--- config.mk ---
export PLATFORM = sky130hd
export DESIGN_NAME = sorter_ctrl
export DESIGN_NICKNAME = d
export VERILOG_FILES = /design/src/rtl/sorter_pkg.sv /design/src/rtl/sorter_ctrl.sv
export SDC_FILE = /design/constraint.sdc
export NUM_CORES = 1
export LEC_CHECK = 0
export BUFFER_PORTS_ARGS = -buffer_cell sky130_fd_sc_hd__buf_4
export CORE_MARGIN = 4
export CORE_UTILIZATION = 48
export DETAILED_ROUTE_END_ITERATION = 7
export HOLD_SLACK_MARGIN = 0.1
export MAX_ROUTING_LAYER = met4
export PLACE_DENSITY_LB_ADDON = 0.25
export REMOVE_ABC_BUFFERS = 1
export SYNTH_ARGS = -nofsm -noshare
export SYNTH_HDL_FRONTEND = slang
export SYNTH_SLANG_ARGS = --single-unit
--- constraint.sdc ---
create_clock -name clk_i -period 1.8 [get_ports clk_i]
set_input_delay 0.09 -clock clk_i [delete_from_list [all_inputs] [get_ports clk_i]]
set_output_delay 0.09 -clock clk_i [all_outputs]
set_load 0.03 [all_outputs]
--- src/rtl/sorter_pkg.sv ---
// -----------------------------------------------------------------------------
// sorter_pkg
//   Shared definitions for the sorter frame controller:
//     ctrl_state_t    - controller state encoding
//     DEFAULT_TIMEOUT - default watchdog limit for the sort phase, in cycles
//     max_words()     - frame capacity for a given sorter address width
// -----------------------------------------------------------------------------
package sorter_pkg;

  typedef enum logic [2:0] {
    IDLE,
    CLEAR,
    LOAD,
    DRAIN,
    SORT_WAIT,
    UNLOAD_RD,
    UNLOAD_CAP,
    UNLOAD_OUT
  } ctrl_state_t;

  localparam int unsigned DEFAULT_TIMEOUT = 1024;

  // Number of words the sorter can hold when addressed with awidth bits.
  function automatic int unsigned max_words(input int unsigned awidth);
    return 32'd1 << awidth;
  endfunction

endpackage : sorter_pkg

--- src/rtl/sorter_ctrl.sv ---
// -----------------------------------------------------------------------------
// sorter_ctrl
//   Frame-level initiator for the sorter block. It takes one frame from a
//   valid/ready input stream, clears the sorter, writes the frame into it,
//   starts the sort, then reads the sorted words back one at a time and
//   presents them on a valid/ready output stream.
//
//   Frames longer than the sorter capacity are truncated: the surplus words
//   are accepted and discarded, and the sticky trunc_o flag is raised. If the
//   sorter does not report completion within TIMEOUT cycles the frame is
//   abandoned, the sorter is cleared, and the sticky timeout_o flag is raised.
//
// Ports
//   clk_i, srst_i        clock; synchronous active-low reset
//   s_data_i/s_valid_i/s_last_i/s_ready_o
//                        input frame stream
//   m_data_o/m_valid_o/m_last_o/m_ready_i
//                        sorted output frame stream
//   srt_wren_o, srt_sort_op_o, srt_output_op_o, srt_clear_op_o,
//   srt_cntr_o, srt_data_o
//                        command/data towards the sorter
//   srt_done_i, srt_data_i
//                        sort completion and read data from the sorter
//   busy_o               a frame is in progress
//   trunc_o              sticky: a frame exceeded the sorter capacity
//   timeout_o            sticky: a sort did not complete in time
// -----------------------------------------------------------------------------
module sorter_ctrl
  import sorter_pkg::*;
#(
  parameter int unsigned DWIDTH  = 8,
  parameter int unsigned AWIDTH  = 4,
  parameter int unsigned TIMEOUT = DEFAULT_TIMEOUT
) (
  input  logic              clk_i,
  input  logic              srst_i,

  input  logic [DWIDTH-1:0] s_data_i,
  input  logic              s_valid_i,
  input  logic              s_last_i,
  output logic              s_ready_o,

  output logic [DWIDTH-1:0] m_data_o,
  output logic              m_valid_o,
  output logic              m_last_o,
  input  logic              m_ready_i,

  output logic              srt_wren_o,
  output logic              srt_sort_op_o,
  output logic              srt_output_op_o,
  output logic              srt_clear_op_o,
  output logic [AWIDTH-1:0] srt_cntr_o,
  output logic [DWIDTH-1:0] srt_data_o,
  input  logic              srt_done_i,
  input  logic [DWIDTH-1:0] srt_data_i,

  output logic              busy_o,
  output logic              trunc_o,
  output logic              timeout_o
);

  localparam int unsigned MAX_WORDS = max_words(AWIDTH);
  // Wide enough to hold TIMEOUT-1.
  localparam int unsigned WDW = $clog2(TIMEOUT) + 1;

  localparam logic [AWIDTH:0]  LAST_SLOT = (AWIDTH+1)'(MAX_WORDS - 1);
  localparam logic [WDW-1:0]   WDOG_END  = WDW'(TIMEOUT - 1);

  ctrl_state_t       state_q, state_d;

  // One bit wider than the address so a full frame does not wrap to zero.
  logic [AWIDTH:0]   count_q, count_d;
  logic [WDW-1:0]    wdog_q, wdog_d;
  logic [AWIDTH-1:0] rd_idx_q, rd_idx_d;
  logic [AWIDTH-1:0] cntr_q, cntr_d;
  logic [DWIDTH-1:0] sdata_q, sdata_d;

  // Write strobe for the word accepted in the previous cycle.
  logic              wr_pulse_q, wr_pulse_d;
  // End-of-frame / abort clear strobe, issued in the first IDLE cycle.
  logic              clr_pulse_q, clr_pulse_d;

  logic [DWIDTH-1:0] m_data_q, m_data_d;
  logic              m_valid_q, m_valid_d;
  logic              m_last_q, m_last_d;
  logic              trunc_q, trunc_d;
  logic              timeout_q, timeout_d;

  // ---------------------------------------------------------------------------
  // Next-state and datapath logic
  // ---------------------------------------------------------------------------
  always_comb begin
    // NOTE: every variable assigned here gets a default first, so no path
    // through the case statement can leave one unassigned and infer a latch.
    state_d     = state_q;
    count_d     = count_q;
    wdog_d      = wdog_q;
    rd_idx_d    = rd_idx_q;
    cntr_d      = cntr_q;
    sdata_d     = sdata_q;
    wr_pulse_d  = 1'b0;
    clr_pulse_d = 1'b0;
    m_data_d    = m_data_q;
    m_valid_d   = m_valid_q;
    m_last_d    = m_last_q;
    trunc_d     = trunc_q;
    timeout_d   = timeout_q;

    unique case (state_q)
      IDLE: begin
        // The first word stays on the input until LOAD accepts it.
        if (s_valid_i) state_d = CLEAR;
      end

      CLEAR: begin
        count_d = '0;
        state_d = LOAD;
      end

      LOAD: begin
        if (s_valid_i) begin
          sdata_d    = s_data_i;
          wr_pulse_d = 1'b1;
          count_d    = count_q + 1'b1;
          if (s_last_i || (count_q == LAST_SLOT)) begin
            // count_q still holds the pre-increment value: words minus one.
            cntr_d  = count_q[AWIDTH-1:0];
            wdog_d  = '0;
            state_d = SORT_WAIT;
            if (!s_last_i) begin
              trunc_d = 1'b1;
              state_d = DRAIN;
            end
          end
        end
      end

      DRAIN: begin
        if (s_valid_i && s_last_i) begin
          wdog_d  = '0;
          state_d = SORT_WAIT;
        end
      end

      SORT_WAIT: begin
        if (srt_done_i) begin
          rd_idx_d = '0;
          state_d  = UNLOAD_RD;
        end else if (wdog_q == WDOG_END) begin
          timeout_d   = 1'b1;
          clr_pulse_d = 1'b1;
          state_d     = IDLE;
        end else begin
          wdog_d = wdog_q + 1'b1;
        end
      end

      UNLOAD_RD: begin
        state_d = UNLOAD_CAP;
      end

      UNLOAD_CAP: begin
        // Read data appears one cycle after the output_op strobe.
        m_data_d  = srt_data_i;
        m_valid_d = 1'b1;
        m_last_d  = (rd_idx_q == cntr_q);
        state_d   = UNLOAD_OUT;
      end

      UNLOAD_OUT: begin
        if (m_ready_i) begin
          m_valid_d = 1'b0;
          if (m_last_q) begin
            clr_pulse_d = 1'b1;
            state_d     = IDLE;
          end else begin
            rd_idx_d = rd_idx_q + 1'b1;
            state_d  = UNLOAD_RD;
          end
        end
      end

      default: state_d = IDLE;
    endcase
  end

  // ---------------------------------------------------------------------------
  // State and datapath registers
  // ---------------------------------------------------------------------------
  always_ff @(posedge clk_i) begin
    // NOTE: sequential state uses non-blocking assignments so every register
    // samples its pre-edge inputs regardless of statement order.
    if (!srst_i) begin
      state_q     <= IDLE;
      count_q     <= '0;
      wdog_q      <= '0;
      rd_idx_q    <= '0;
      cntr_q      <= '0;
      sdata_q     <= '0;
      wr_pulse_q  <= 1'b0;
      clr_pulse_q <= 1'b0;
      m_data_q    <= '0;
      m_valid_q   <= 1'b0;
      m_last_q    <= 1'b0;
      trunc_q     <= 1'b0;
      timeout_q   <= 1'b0;
    end else begin
      state_q     <= state_d;
      count_q     <= count_d;
      wdog_q      <= wdog_d;
      rd_idx_q    <= rd_idx_d;
      cntr_q      <= cntr_d;
      sdata_q     <= sdata_d;
      wr_pulse_q  <= wr_pulse_d;
      clr_pulse_q <= clr_pulse_d;
      m_data_q    <= m_data_d;
      m_valid_q   <= m_valid_d;
      m_last_q    <= m_last_d;
      trunc_q     <= trunc_d;
      timeout_q   <= timeout_d;
    end
  end

  // ---------------------------------------------------------------------------
  // Outputs
  // ---------------------------------------------------------------------------
  assign s_ready_o       = (state_q == LOAD) || (state_q == DRAIN);

  // The write strobe for the final word lands in the first SORT_WAIT (or
  // DRAIN) cycle, so wren is extended by the pending pulse to keep that
  // strobe a write rather than the start of the sort.
  assign srt_wren_o      = (state_q == LOAD) || wr_pulse_q;
  assign srt_sort_op_o   = wr_pulse_q || (state_q == SORT_WAIT);
  assign srt_output_op_o = (state_q == UNLOAD_RD);
  assign srt_clear_op_o  = (state_q == CLEAR) || clr_pulse_q;
  assign srt_cntr_o      = cntr_q;
  assign srt_data_o      = sdata_q;

  assign m_data_o        = m_data_q;
  assign m_valid_o       = m_valid_q;
  assign m_last_o        = m_last_q;

  assign busy_o          = (state_q != IDLE);
  assign trunc_o         = trunc_q;
  assign timeout_o       = timeout_q;

endmodule : sorter_ctrl

* Word-level counts from Yosys, hierarchy flattened
Index checks and enable logic that the tools add are counted.
** Storage, ports and cells
- Register bits after elaboration :: 49
- Word-level logic and storage cells :: 90
- Output and inout port bits :: 30
** Operators by class
- Mux-type cells :: 30
- Equality and inequality tests :: 20
- Bitwise operators :: 2
- Reduce and logical (&&, ||, !) cells :: 22
- $add $sub $neg :: 3
** Operator list (count)
- $mux 11 :: 5
- $pmux 11 s3 :: 1
- $mux 3 :: 9
- $pmux 3 s8 :: 1
- $ne 2x2->1 const B :: 9
- $eq 3x3->1 const B :: 4
- $mux 4 :: 3
- $reduce_and 6->1 :: 2
- $add 11x1->11 const B :: 1
- $eq 11x10->1 const B :: 1
- $pmux 5 s2 :: 1
- $pmux 4 s2 :: 1
- $reduce_and 2->1 :: 4
- $reduce_and 4->1 :: 2
- $eq 3x2->1 const B :: 2
- $mux 1 :: 6
- $reduce_and 3->1 :: 2
- $reduce_bool 2->1 :: 3
- $reduce_bool 3->1 :: 2
- $add 5x1->5 const B :: 1
- $eq 5x4->1 const B :: 1
- $logic_or 1x1->1 :: 5
- $mux 5 :: 1
- $add 4x1->4 const B :: 1
- other kinds (7) :: 9

* Depth between registers and ports, before layout
- Depth in word-level cells :: 5
- Depth in mapped cells :: 8

* Worst setup path after synthesis
OpenSTA, ideal clock, no wires.
- Path kind :: register to register
- Start :: reg count_q[0]
- End :: reg state_q[0]
- Clock period less this slack :: 1851 ps
- Setup slack :: -51 ps
- Data required time :: 1685 ps
- Stages on the path, launching flop included :: 8
- Buffers on the path :: 0
- Arrival time :: 1736 ps
- Cell sequence :: dfxtp_1 -> ha_1 -> and3_1 -> ha_1 -> a311oi_1 -> nor3_1 -> mux2i_1 -> and3_1
** On the way
- Word-level cells in the longest chain between the ends :: 4
** Ends and longest elaborated chain
- from (decl) :: RTL line sorter_ctrl.sv:72 : logic [AWIDTH:0] count_q, count_d;
- from (signal assigned) :: RTL line sorter_ctrl.sv:209 : count_q <= count_d;
- $eq 5x4->1 :: RTL line sorter_ctrl.sv:125 : if (s_last_i || (count_q == LAST_SLOT)) begin
- $logic_or 1x1->1 :: RTL line sorter_ctrl.sv:125
- $ne 2x2->1 (no line)
- $reduce_and 6->1 (no line)
- to (signal assigned) :: RTL line sorter_ctrl.sv:208 : state_q <= state_d;
- to (decl) :: RTL line sorter_ctrl.sv:69 : ctrl_state_t state_q, state_d;
No other way between the ends.
A chain may end at the register's enable or synchronous reset.

* Final worst setup path
- Start :: reg state_q[1]
- End :: reg wdog_q[9]
** On the way
- Word-level cells in the longest chain between the ends :: 3
- Elaborated cells between the ends (all ways) :: 11
- Those cells by class :: eq/ne: 8; mux: 1; reduce/logical: 2
** Ends and longest elaborated chain
- $eq 3x3->1 or $eq 3x2->1 (tied branches) :: RTL line sorter_ctrl.sv:109 : unique case (state_q)
- $ne 2x2->1 (no line) or $reduce_bool 3->1 (tied branches)
- $reduce_and 6->1 (no line)
- to (signal assigned) :: RTL line sorter_ctrl.sv:210 : wdog_q <= wdog_d;
- to (decl) :: RTL line sorter_ctrl.sv:73 : logic [WDW-1:0] wdog_q, wdog_d;
Several ways; a longest one is shown, not always the timed one.

==> out/qor.yml <==
crit_buf_inv: 0
outcome: "complete, no violations"
hold_viol_final: 0
cp_cell_sequence: "or4b_4 -> a41o_4 -> or4b_4 -> a31oi_1"
yosysSeqAreaShare: 0.442
clock_latency_ns: 0.29
grt_max_degree: 27
port_buffers: 51
cap_violations: 0
cp_max_fo: 7
maxSlewHeadroom: 0.717
rsz0062_at_grt: "true"
routedWlPerCell_um: 14.4
vias: 2247
drive_gt1_frac: 0.302
end_kind: "flip-flop"
fill_cells: 335
cts_sinks: 49
ant_nets: 0
setup_ws_ns: 0.00211
ys_types: 38
drt_iter0_drc: 177
cts_tree: "built"
initial_utilization: 0.503
antenna_found_initial: 0
layout_common_cells: "buf_4, dfxtp_1, nand2_1"
cts-root-buf: "clkbuf_8"
crit_type: "reg -> reg"
synth_area_per_cell_um2: 8.22
grt_pass1_vias: 2103
cpLargestDelayFamily: "simple AND/OR/NAND/NOR gates"
yosys_warnings: 0
power_w: 0.00330
worst_pin_slew_ns: 0.423
post-place-ws_ns: -0.0648
mostFrequentLayoutCell: "buf_4"
clk_path_buf_depth: 2
cts_made_buffers: 5
max_stage_delay_ns: 0.51
final_nets: 387
ys.flop_type: "dfxtp_1"
grt_usage: 0.206
drt-total-wl_um: 5970
slew_violations: 0
p_leak_nw: 1.38
n_antenna_cell: 0
die_x_um: 76
clk_transition_reported_paths_ns: 0.09
viasPerCell: 5.44
synth_cells: 270
yosys_register_bits: 49
setup_viol: 0
critPathLaunchType: "flip-flop"
finClkSkew_ns: 0.00733
die-area_mm2: 0.00578
placeableCoreArea_mm2: 0.00441
dieHeight_um: 76
place_area_mm2: 0.00280
crit_path_top_delay_cell: "or4b_4"
cp_common_cell: "or4b_4"
fmax_mhz: 556
gp_congestion: 0.800
area_delta_synth_final_pct: 46.4
drc: 0
worstPathRequired_ns: 2.03
grt_overflow_total: 0
syn-cell-area_mm2: 0.00222
grt_pass1_wl_um: 9740
firstDrtPassIters: 4
htree_levels: 2
powerDensity_mw_per_mm2: 1010
min_period_ns: 1.80
period_share: 0.999
async_flop_share: 0
dpl.hpwl_um: 3840
hold_class: "in -> reg"
worst_ir_drop_vdd_v: 0.000599
fin_area_mm2: 0.00325
num_io_pins: 52
synth-edff-count: 0
arrival_ns: 2.03
core.rowCount: 24
-- area by class of cell --
class	count	area, µm²	share of cell area
Multi-Input combinational cell	199	1250	0.385
Clock buffer	5	68.8	0.0212
Sequential cell	49	987	0.304
Tap cell	52	65.1	0.0200
Timing Repair Buffer	98	813	0.250
Inverter	8	30.0	0.00924
Clock inverter	2	35.0	0.0108
-- cell usage after synthesis (5+ instances only) --
cell / n / area share
a31oi_1: 10 / 0.028
nand4_1: 5 / 0.014
nand3_1: 12 / 0.027
a21oi_1: 26 / 0.059
nand2_1: 39 / 0.066
dfxtp_1: 49 / 0.44
clkbuf_1: 11 / 0.019
nor2_1: 32 / 0.054
and3_1: 5 / 0.014
nor3_1: 10 / 0.023
inv_1: 8 / 0.014
mux2i_1: 13 / 0.059
-- flip-flops by register name (all words and copies together), names as in the netlist --
name / cells
rd_idx_q: 4
srt_cntr_o: 4
wr_pulse_q: 1
trunc_o: 1
m_last_o: 1
state_q: 3
m_valid_o: 1
timeout_o: 1
clr_pulse_q: 1
wdog_q: 11
srt_data_o: 8
m_data_o: 8
count_q: 5
-- cells by family (layout without fill, tap and decap cells) --
family,count (synthesis),in the layout,synth area share
compound gates,52,52,0.142
xor+xnor,8,8,0.0316
fa+ha+maj,4,4,0.0225
buf+inv,22,113,0.0417
flops,49,49,0.442
mux,13,13,0.0586
simple gates,122,122,0.262
-- path summary, 6_finish.rpt --
check	from	endpoint	slack (ns)	cells past startpoint
max reg2reg	state_q[1]	wdog_q[9]	0.002	4
max	state_q[1]	wdog_q[9]	0.002	4
min	srt_done_i	rd_idx_q[3]	0.13	4
min reg2reg	timeout_o	timeout_o	0.45	2
-- worst reg2reg max path: cells and delay by family (launching register included) --
kind / cells / cell delay (ns)
AND/OR/NAND/NOR: 2 / 0.99
flip-flops: 1 / 0.33
AO/OA/AOI/OAI: 2 / 0.42
-- where the power goes --
group          leakage [nW]  total [W]  internal, W  switching (W)
Combinational         0.926    0.00135     0.000606       0.000740
Clock                0.0540   0.000756     0.000404       0.000352
Sequential            0.398    0.00119      0.00115      0.0000398
-- per-stage QoR --
stage                     std cells  hold WS [ns]  TNS [ns]  utilization
after CTS                       412         0.123  -0.00139        0.720
after global routing            413         0.134    -0.120        0.736
after detailed placement        383         0.327    -0.174        0.634
final                           413         0.135         0        0.736
after floorplan                 256         0.206     -1.09            -
after global placement          383         0.323   -0.0319        0.634
-- metal layers --
layer	part of all wire	wire, µm	global-route usage	vias to the layer above
li1	-	-	-	1127
met1	0.44	2610	0.261	1041
met2	0.49	2930	0.330	71
met3	0.057	341	0.0461	8
met4	0.014	85	0.0569	0
met5	0	0	-	-
-- what timing repair did --
item / in CTS / in global routing
gates resized for setup: 12 / 12
gates cloned: 1 / 0
pin swaps: 6 / 9
endpoints found under the setup margin: 12 / 11
hold buffers: 18 / 0
buffers inserted: 3 / 2
hold endpoints to repair: 22 / 0
Power figures use the tool's default switching activity.
